--- config.mk ---
export PLATFORM = sky130hd
export DESIGN_NAME = vga_sync_sr_gen_flat
export DESIGN_NICKNAME = d
export VERILOG_FILES = /design/src/rtl/vga_sync_sr_gen_if.sv /design/src/rtl/vga_sync_sr_gen.sv /design/src/flat_wrapper.sv
export SDC_FILE = /design/constraint.sdc
export NUM_CORES = 1
export LEC_CHECK = 0
export BUFFER_PORTS_ARGS = -buffer_cell sky130_fd_sc_hd__buf_4
export CORE_ASPECT_RATIO = 0.5
export CORE_MARGIN = 5
export CORE_UTILIZATION = 45
export DETAILED_ROUTE_END_ITERATION = 10
export GPL_TIMING_DRIVEN = 0
export HOLD_SLACK_MARGIN = 0.1
export PLACE_DENSITY_LB_ADDON = 0.3
export SLEW_MARGIN = 10
export SYNTH_ARGS = -nofsm -noshare
export SYNTH_HDL_FRONTEND = slang
export SYNTH_SLANG_ARGS = --single-unit
--- constraint.sdc ---
create_clock -name clk -period 3.8 [get_ports clk]
set_input_delay 0.76 -clock clk [delete_from_list [all_inputs] [get_ports clk]]
set_output_delay 0.76 -clock clk [all_outputs]
set_load 0.1 [all_outputs]
--- src/rtl/vga_sync_sr_gen_if.sv ---
// Timing-generator bus: pixel tick in, counters, active flag and sync set/reset pulses out.
// The generator owns the master side; the colour path and sync SR flops sit on the slave side.
interface vga_sync_sr_gen_if #(
    parameter int CW = 10
) ();
    logic          en;
    logic [CW-1:0] h_cnt;
    logic [CW-1:0] v_cnt;
    logic          active;
    logic          hs_set;
    logic          hs_rst;
    logic          vs_set;
    logic          vs_rst;
    logic          frame_start;

    modport master (
        input  en,
        output h_cnt, v_cnt, active, hs_set, hs_rst, vs_set, vs_rst, frame_start
    );

    modport slave (
        output en,
        input  h_cnt, v_cnt, active, hs_set, hs_rst, vs_set, vs_rst, frame_start
    );
endinterface

--- src/rtl/vga_sync_sr_gen.sv ---
// Pixel/line counters driving S/R pulses for the HSYNC/VSYNC flops; pulses are registered and align
// with the cycle the counters show their new value. No backpressure: en simply gates advancement.
module vga_sync_sr_gen #(
    parameter int H_ACTIVE = 640,
    parameter int H_FP     = 16,
    parameter int H_SYNC   = 96,
    parameter int H_BP     = 48,
    parameter int V_ACTIVE = 480,
    parameter int V_FP     = 10,
    parameter int V_SYNC   = 2,
    parameter int V_BP     = 33,
    parameter int CW       = 10
) (
    input logic               clk,
    input logic               rst,
    vga_sync_sr_gen_if.master bus
);
    localparam int H_TOTAL  = H_ACTIVE + H_FP + H_SYNC + H_BP;
    localparam int HS_START = H_ACTIVE + H_FP;
    localparam int HS_END   = HS_START + H_SYNC;
    localparam int V_TOTAL  = V_ACTIVE + V_FP + V_SYNC + V_BP;
    localparam int VS_START = V_ACTIVE + V_FP;
    localparam int VS_END   = VS_START + V_SYNC;

    // A sync end that lands exactly on the period boundary fires on the wrap to 0.
    localparam int HS_END_W = (HS_END == H_TOTAL) ? 0 : HS_END;
    localparam int VS_END_W = (VS_END == V_TOTAL) ? 0 : VS_END;

    localparam logic [CW-1:0] H_LAST_C   = CW'(H_TOTAL - 1);
    localparam logic [CW-1:0] V_LAST_C   = CW'(V_TOTAL - 1);
    localparam logic [CW-1:0] HS_START_C = CW'(HS_START);
    localparam logic [CW-1:0] HS_END_C   = CW'(HS_END_W);
    localparam logic [CW-1:0] VS_START_C = CW'(VS_START);
    localparam logic [CW-1:0] VS_END_C   = CW'(VS_END_W);
    localparam logic [CW-1:0] H_ACTIVE_C = CW'(H_ACTIVE);
    localparam logic [CW-1:0] V_ACTIVE_C = CW'(V_ACTIVE);

    logic [CW-1:0] h_q;
    logic [CW-1:0] v_q;
    logic [CW-1:0] h_nxt;
    logic [CW-1:0] v_nxt;
    logic          h_wrap;
    logic          v_wrap;
    logic          hs_set_q;
    logic          hs_rst_q;
    logic          vs_set_q;
    logic          vs_rst_q;
    logic          frame_start_q;

    always_comb begin
        h_wrap = (h_q == H_LAST_C);
        v_wrap = (v_q == V_LAST_C);
        h_nxt  = h_wrap ? '0 : h_q + CW'(1);
        v_nxt  = v_q;
        if (h_wrap) begin
            v_nxt = v_wrap ? '0 : v_q + CW'(1);
        end
    end

    // Pulses decode the value being loaded, so they land with the counter update.
    always_ff @(posedge clk) begin
        if (rst) begin
            h_q           <= '0;
            v_q           <= '0;
            hs_set_q      <= 1'b0;
            hs_rst_q      <= 1'b0;
            vs_set_q      <= 1'b0;
            vs_rst_q      <= 1'b0;
            frame_start_q <= 1'b0;
        end else if (bus.en) begin
            h_q           <= h_nxt;
            v_q           <= v_nxt;
            hs_set_q      <= (h_nxt == HS_START_C);
            hs_rst_q      <= (h_nxt == HS_END_C);
            vs_set_q      <= h_wrap && (v_nxt == VS_START_C);
            vs_rst_q      <= h_wrap && (v_nxt == VS_END_C);
            frame_start_q <= h_wrap && v_wrap;
        end else begin
            hs_set_q      <= 1'b0;
            hs_rst_q      <= 1'b0;
            vs_set_q      <= 1'b0;
            vs_rst_q      <= 1'b0;
            frame_start_q <= 1'b0;
        end
    end

    assign bus.h_cnt       = h_q;
    assign bus.v_cnt       = v_q;
    assign bus.active      = (h_q < H_ACTIVE_C) && (v_q < V_ACTIVE_C);
    assign bus.hs_set      = hs_set_q;
    assign bus.hs_rst      = hs_rst_q;
    assign bus.vs_set      = vs_set_q;
    assign bus.vs_rst      = vs_rst_q;
    assign bus.frame_start = frame_start_q;
endmodule

--- src/flat_wrapper.sv ---
// flat-port wrapper written by rule: the top's interface ports become plain ports
module vga_sync_sr_gen_flat 
#(
    parameter int H_ACTIVE = 640,
    parameter int H_FP     = 16,
    parameter int H_SYNC   = 96,
    parameter int H_BP     = 48,
    parameter int V_ACTIVE = 480,
    parameter int V_FP     = 10,
    parameter int V_SYNC   = 2,
    parameter int V_BP     = 33,
    parameter int CW       = 10
)
  (clk, rst, bus_en, bus_h_cnt, bus_v_cnt, bus_active, bus_hs_set, bus_hs_rst, bus_vs_set, bus_vs_rst, bus_frame_start);
  vga_sync_sr_gen_if #(.CW(CW)) bus_i ();
  input logic clk;
  input logic rst;
  input wire logic [$bits(bus_i.en)-1:0] bus_en;
  output wire logic [$bits(bus_i.h_cnt)-1:0] bus_h_cnt;
  output wire logic [$bits(bus_i.v_cnt)-1:0] bus_v_cnt;
  output wire logic [$bits(bus_i.active)-1:0] bus_active;
  output wire logic [$bits(bus_i.hs_set)-1:0] bus_hs_set;
  output wire logic [$bits(bus_i.hs_rst)-1:0] bus_hs_rst;
  output wire logic [$bits(bus_i.vs_set)-1:0] bus_vs_set;
  output wire logic [$bits(bus_i.vs_rst)-1:0] bus_vs_rst;
  output wire logic [$bits(bus_i.frame_start)-1:0] bus_frame_start;
  assign bus_i.en = bus_en;
  assign bus_h_cnt = bus_i.h_cnt;
  assign bus_v_cnt = bus_i.v_cnt;
  assign bus_active = bus_i.active;
  assign bus_hs_set = bus_i.hs_set;
  assign bus_hs_rst = bus_i.hs_rst;
  assign bus_vs_set = bus_i.vs_set;
  assign bus_vs_rst = bus_i.vs_rst;
  assign bus_frame_start = bus_i.frame_start;
  vga_sync_sr_gen #(.H_ACTIVE(H_ACTIVE), .H_FP(H_FP), .H_SYNC(H_SYNC), .H_BP(H_BP), .V_ACTIVE(V_ACTIVE), .V_FP(V_FP), .V_SYNC(V_SYNC), .V_BP(V_BP), .CW(CW)) u_core (.clk(clk), .rst(rst), .bus(bus_i));
endmodule
==> flow_metrics.env <==
export IMPL_clock_sinks=25
export IMPL_via_per_inst=5.58
export IMPL_post_dp_cell_area_um2=1750
export IMPL_cts_tree="yes"
export IMPL_area_growth_pct=21.0
export IMPL_h_tree_depth=1
export IMPL_grt_max_degree=14
export IMPL_finalHoldViolations=0
export IMPL_clock_root_buffer="clkbuf_8"
export IMPL_maxCapViolCount=0
export IMPL_synthDistinctLibCells=41
export IMPL_nFillCells=306
export IMPL_synth_ff_type="dfxtp_1"
export IMPL_switching_power_uw=117
export IMPL_cts_reportedPaths_clkPinSlew_ns=0.09
export IMPL_nets=224
export IMPL_ios=29
export IMPL_finalSetupViolations=0
export IMPL_syn_area_per_cell_um2=8.00
export IMPL_grt_usage_pct=16.4
export IMPL_drive_above_1_share_pct=20.3
export IMPL_routed_wl_um=3620
export IMPL_worstMarginPinSlew_ns=0.635
export IMPL_intPower_uw=347
export IMPL_power_frac_comb_pct=7.3
export IMPL_core_um2=3080
export IMPL_grt_pass1_wl_um=6310
export IMPL_fin_crit_ns=2.15
export IMPL_die_x_um=91.1
export IMPL_grt_pass1_vias=1373
export IMPL_synthCells=185
export IMPL_preCtsSetupSlack_ns=1.77
export IMPL_hold_path_class="reg -> reg"
export IMPL_drc=0
export IMPL_insertedDiodeCount=0
export IMPL_p_per_area_nw_per_um2=259
export IMPL_cts_setup_buffers=0
export IMPL_clock_power_share_pct=35.3
export IMPL_rsz0062_at_grt="no"
export IMPL_switching_share_pct=25.2
export IMPL_seq_area_frac_synth_pct=33.8
export IMPL_crit_path_max_fanout=8
export IMPL_slew_viol_final=0
export IMPL_design_area_um2=1790
export IMPL_ys_warn_count=0
export IMPL_dr_pass1_iters=6
export IMPL_p_leak_uw=0.000655
export IMPL_syn_cell_area_um2=1480
export IMPL_cp_start_kind="flip-flop"
export IMPL_die_y_um=50.6
export IMPL_initialDrtViolationCount=71
export IMPL_syn_nets=191
export IMPL_synth_async_reset_ratio_pct=0
export IMPL_finClkSkew_ns=0.00495
export IMPL_seq_power_share_pct=57.5
export IMPL_avgRoutedWirePerCell_um=14.1
export IMPL_relSlewSlack_pct=57.3
export IMPL_period_share_pct=56.5
export IMPL_insertion_delay_ns=0.27
export IMPL_irDropWorstVdd_uv=143
export IMPL_synth_edf_count=0
export IMPL_die_area_um2=4610
export IMPL_vias=1435
export IMPL_critical_path_required_ns=3.04
export IMPL_critPathArrivalTime_ns=1.39
export IMPL_status="finished clean"
export IMPL_end_kind="output port"
export IMPL_hpwl_um=2620
export IMPL_start_util_pct=48.0
export IMPL_overflow=0
export IMPL_setup_tns_ns=0
export IMPL_place_inst=253
export IMPL_io_buffers=28
export IMPL_numCtsBuffers=3
export IMPL_synth_seq_cells=25
export IMPL_fin_cells=257
export IMPL_path_class="reg -> out"
export IMPL_post_cts_resized=0
export IMPL_finish_utilization_pct=58.1
export IMPL_postRouteAntennaNets=0
export IMPL_setup_ws_ns=1.65
export IMPL_ctsHoldBuffers=0
export IMPL_cts_path_max_buffers=2
export IMPL_fmax_ghz=0.466
export IMPL_row_count=14
export IMPL_antenna_found_initial=0
export IMPL_place_congestion=0.918
-- worst paths after layout --
kind,startpoint,end,slack (ns),cells after the start
max reg2reg,u_core.bus.h_cnt[0],u_core.bus.h_cnt[9],1.79,6
min reg2reg,u_core.bus.v_cnt[1],u_core.bus.v_cnt[1],0.55,2
max,u_core.bus.v_cnt[6],bus_active,1.65,4
min,u_core.bus.v_cnt[1],u_core.bus.v_cnt[1],0.55,2
-- metrics by stage --
step | hold slack (ns) | power, µW
2_1_floorplan | 0.920 | 297
3_3_place_gp | 0.536 | 306
3_5_place_dp | 0.541 | 306
4_1_cts | 0.554 | 468
5_1_grt | 0.595 | 480
6_report | 0.552 | 464
-- critical path: stages (launching register included) --
cell	delay, ns
dfxtp_1	0.46
nand2_1	0.10
nor2_1	0.25
nor3_2	0.06
buf_4	0.23
-- cells by family (layout without fill, tap and decap cells) --
kind of cell	after synthesis	count (layout)	synth area share [%]
DFF	25	25	33.8
AOI/OAI and AO/OA	38	38	14.9
xor gates and xnor gates	9	9	5.33
adders and majority gates	3	3	2.54
buffers and inverters	18	50	6.00
muxes	3	3	2.03
and+or+nand+nor	89	89	35.4
-- registers in the layout, summed over array words and instances (netlist names) --
signal                  flops
u_core.bus.hs_rst           1
u_core.bus.v_cnt           10
u_core.bus.h_cnt           10
u_core.bus.frame_start      1
u_core.bus.vs_set           1
u_core.bus.hs_set           1
u_core.bus.vs_rst           1
-- power groups by stage --
stage	clock network, µW	registers, µW	logic (µW)
2_1_floorplan	0	286	10.2
3_3_place_gp	0	273	33.2
3_5_place_dp	0	273	33.6
4_1_cts	168	266	33.6
5_1_grt	177	267	35.7
6_report	163	266	33.6
-- cell type report --
class | instances | area, µm² | share of cell area (%)
plain buffers | 12 | 66.3 | 3.70
clock buffers | 4 | 45.0 | 2.52
inverters | 6 | 22.5 | 1.26
multi-input cells | 142 | 896 | 50.0
flip-flops and latches | 25 | 500 | 28.0
well taps | 40 | 50.0 | 2.80
repair buffers | 28 | 210 | 11.7
-- cell usage after synthesis, types with 2 or more instances --
cell,number,area (µm²)
clkbuf_1,5,18.8
or3_1,4,25.0
o21a_1,4,30.0
xor2_1,6,52.6
and2_1,2,12.5
nor2_1,22,82.6
a21o_1,2,15.0
xnor2_1,3,26.3
and4_1,3,26.3
nand3_1,9,45.0
nor4_1,3,18.8
a21oi_1,17,85.1
dfxtp_1,25,500
nor4_4,2,42.5
inv_1,6,22.5
nor3_1,10,50.1
mux2i_1,3,30.0
a31oi_1,4,25.0
nand2_1,12,45.0
nand4_1,10,62.6
buf_2,5,25.0
o21ai_1,4,20.0
buf_6,2,22.5
o21ai_0,3,15.0
ha_1,3,37.5
-- cell usage in the layout, fill, tap and decap left out, types with 2 or more instances in the layout --
cell type | Yosys | routed
a21o_1 | 2 | 2
a21oi_1 | 17 | 17
a31oi_1 | 4 | 4
and2_1 | 2 | 2
and4_1 | 3 | 3
buf_2 | 5 | 5
buf_4 | 0 | 28
buf_6 | 2 | 2
clkbuf_1 | 5 | 6
clkbuf_8 | 0 | 3
dfxtp_1 | 25 | 25
ha_1 | 3 | 3
inv_1 | 6 | 6
mux2i_1 | 3 | 3
nand2_1 | 12 | 12
nand3_1 | 9 | 9
nand4_1 | 10 | 10
nor2_1 | 22 | 22
nor3_1 | 10 | 9
nor4_1 | 3 | 3
nor4_4 | 2 | 2
o21a_1 | 4 | 4
o21ai_0 | 3 | 3
o21ai_1 | 4 | 4
or3_1 | 4 | 4
xnor2_1 | 3 | 3
xor2_1 | 6 | 6
-- layer usage --
layer	share of wire (%)	track usage [%]	vias to the layer above
met2	46	26.9	30
li1	-	-	731
met4	0.30	4.63	0
met3	3.9	4.78	2
met1	49	21.2	672
met5	0	0	-
(Power assumes the default switching activity.)
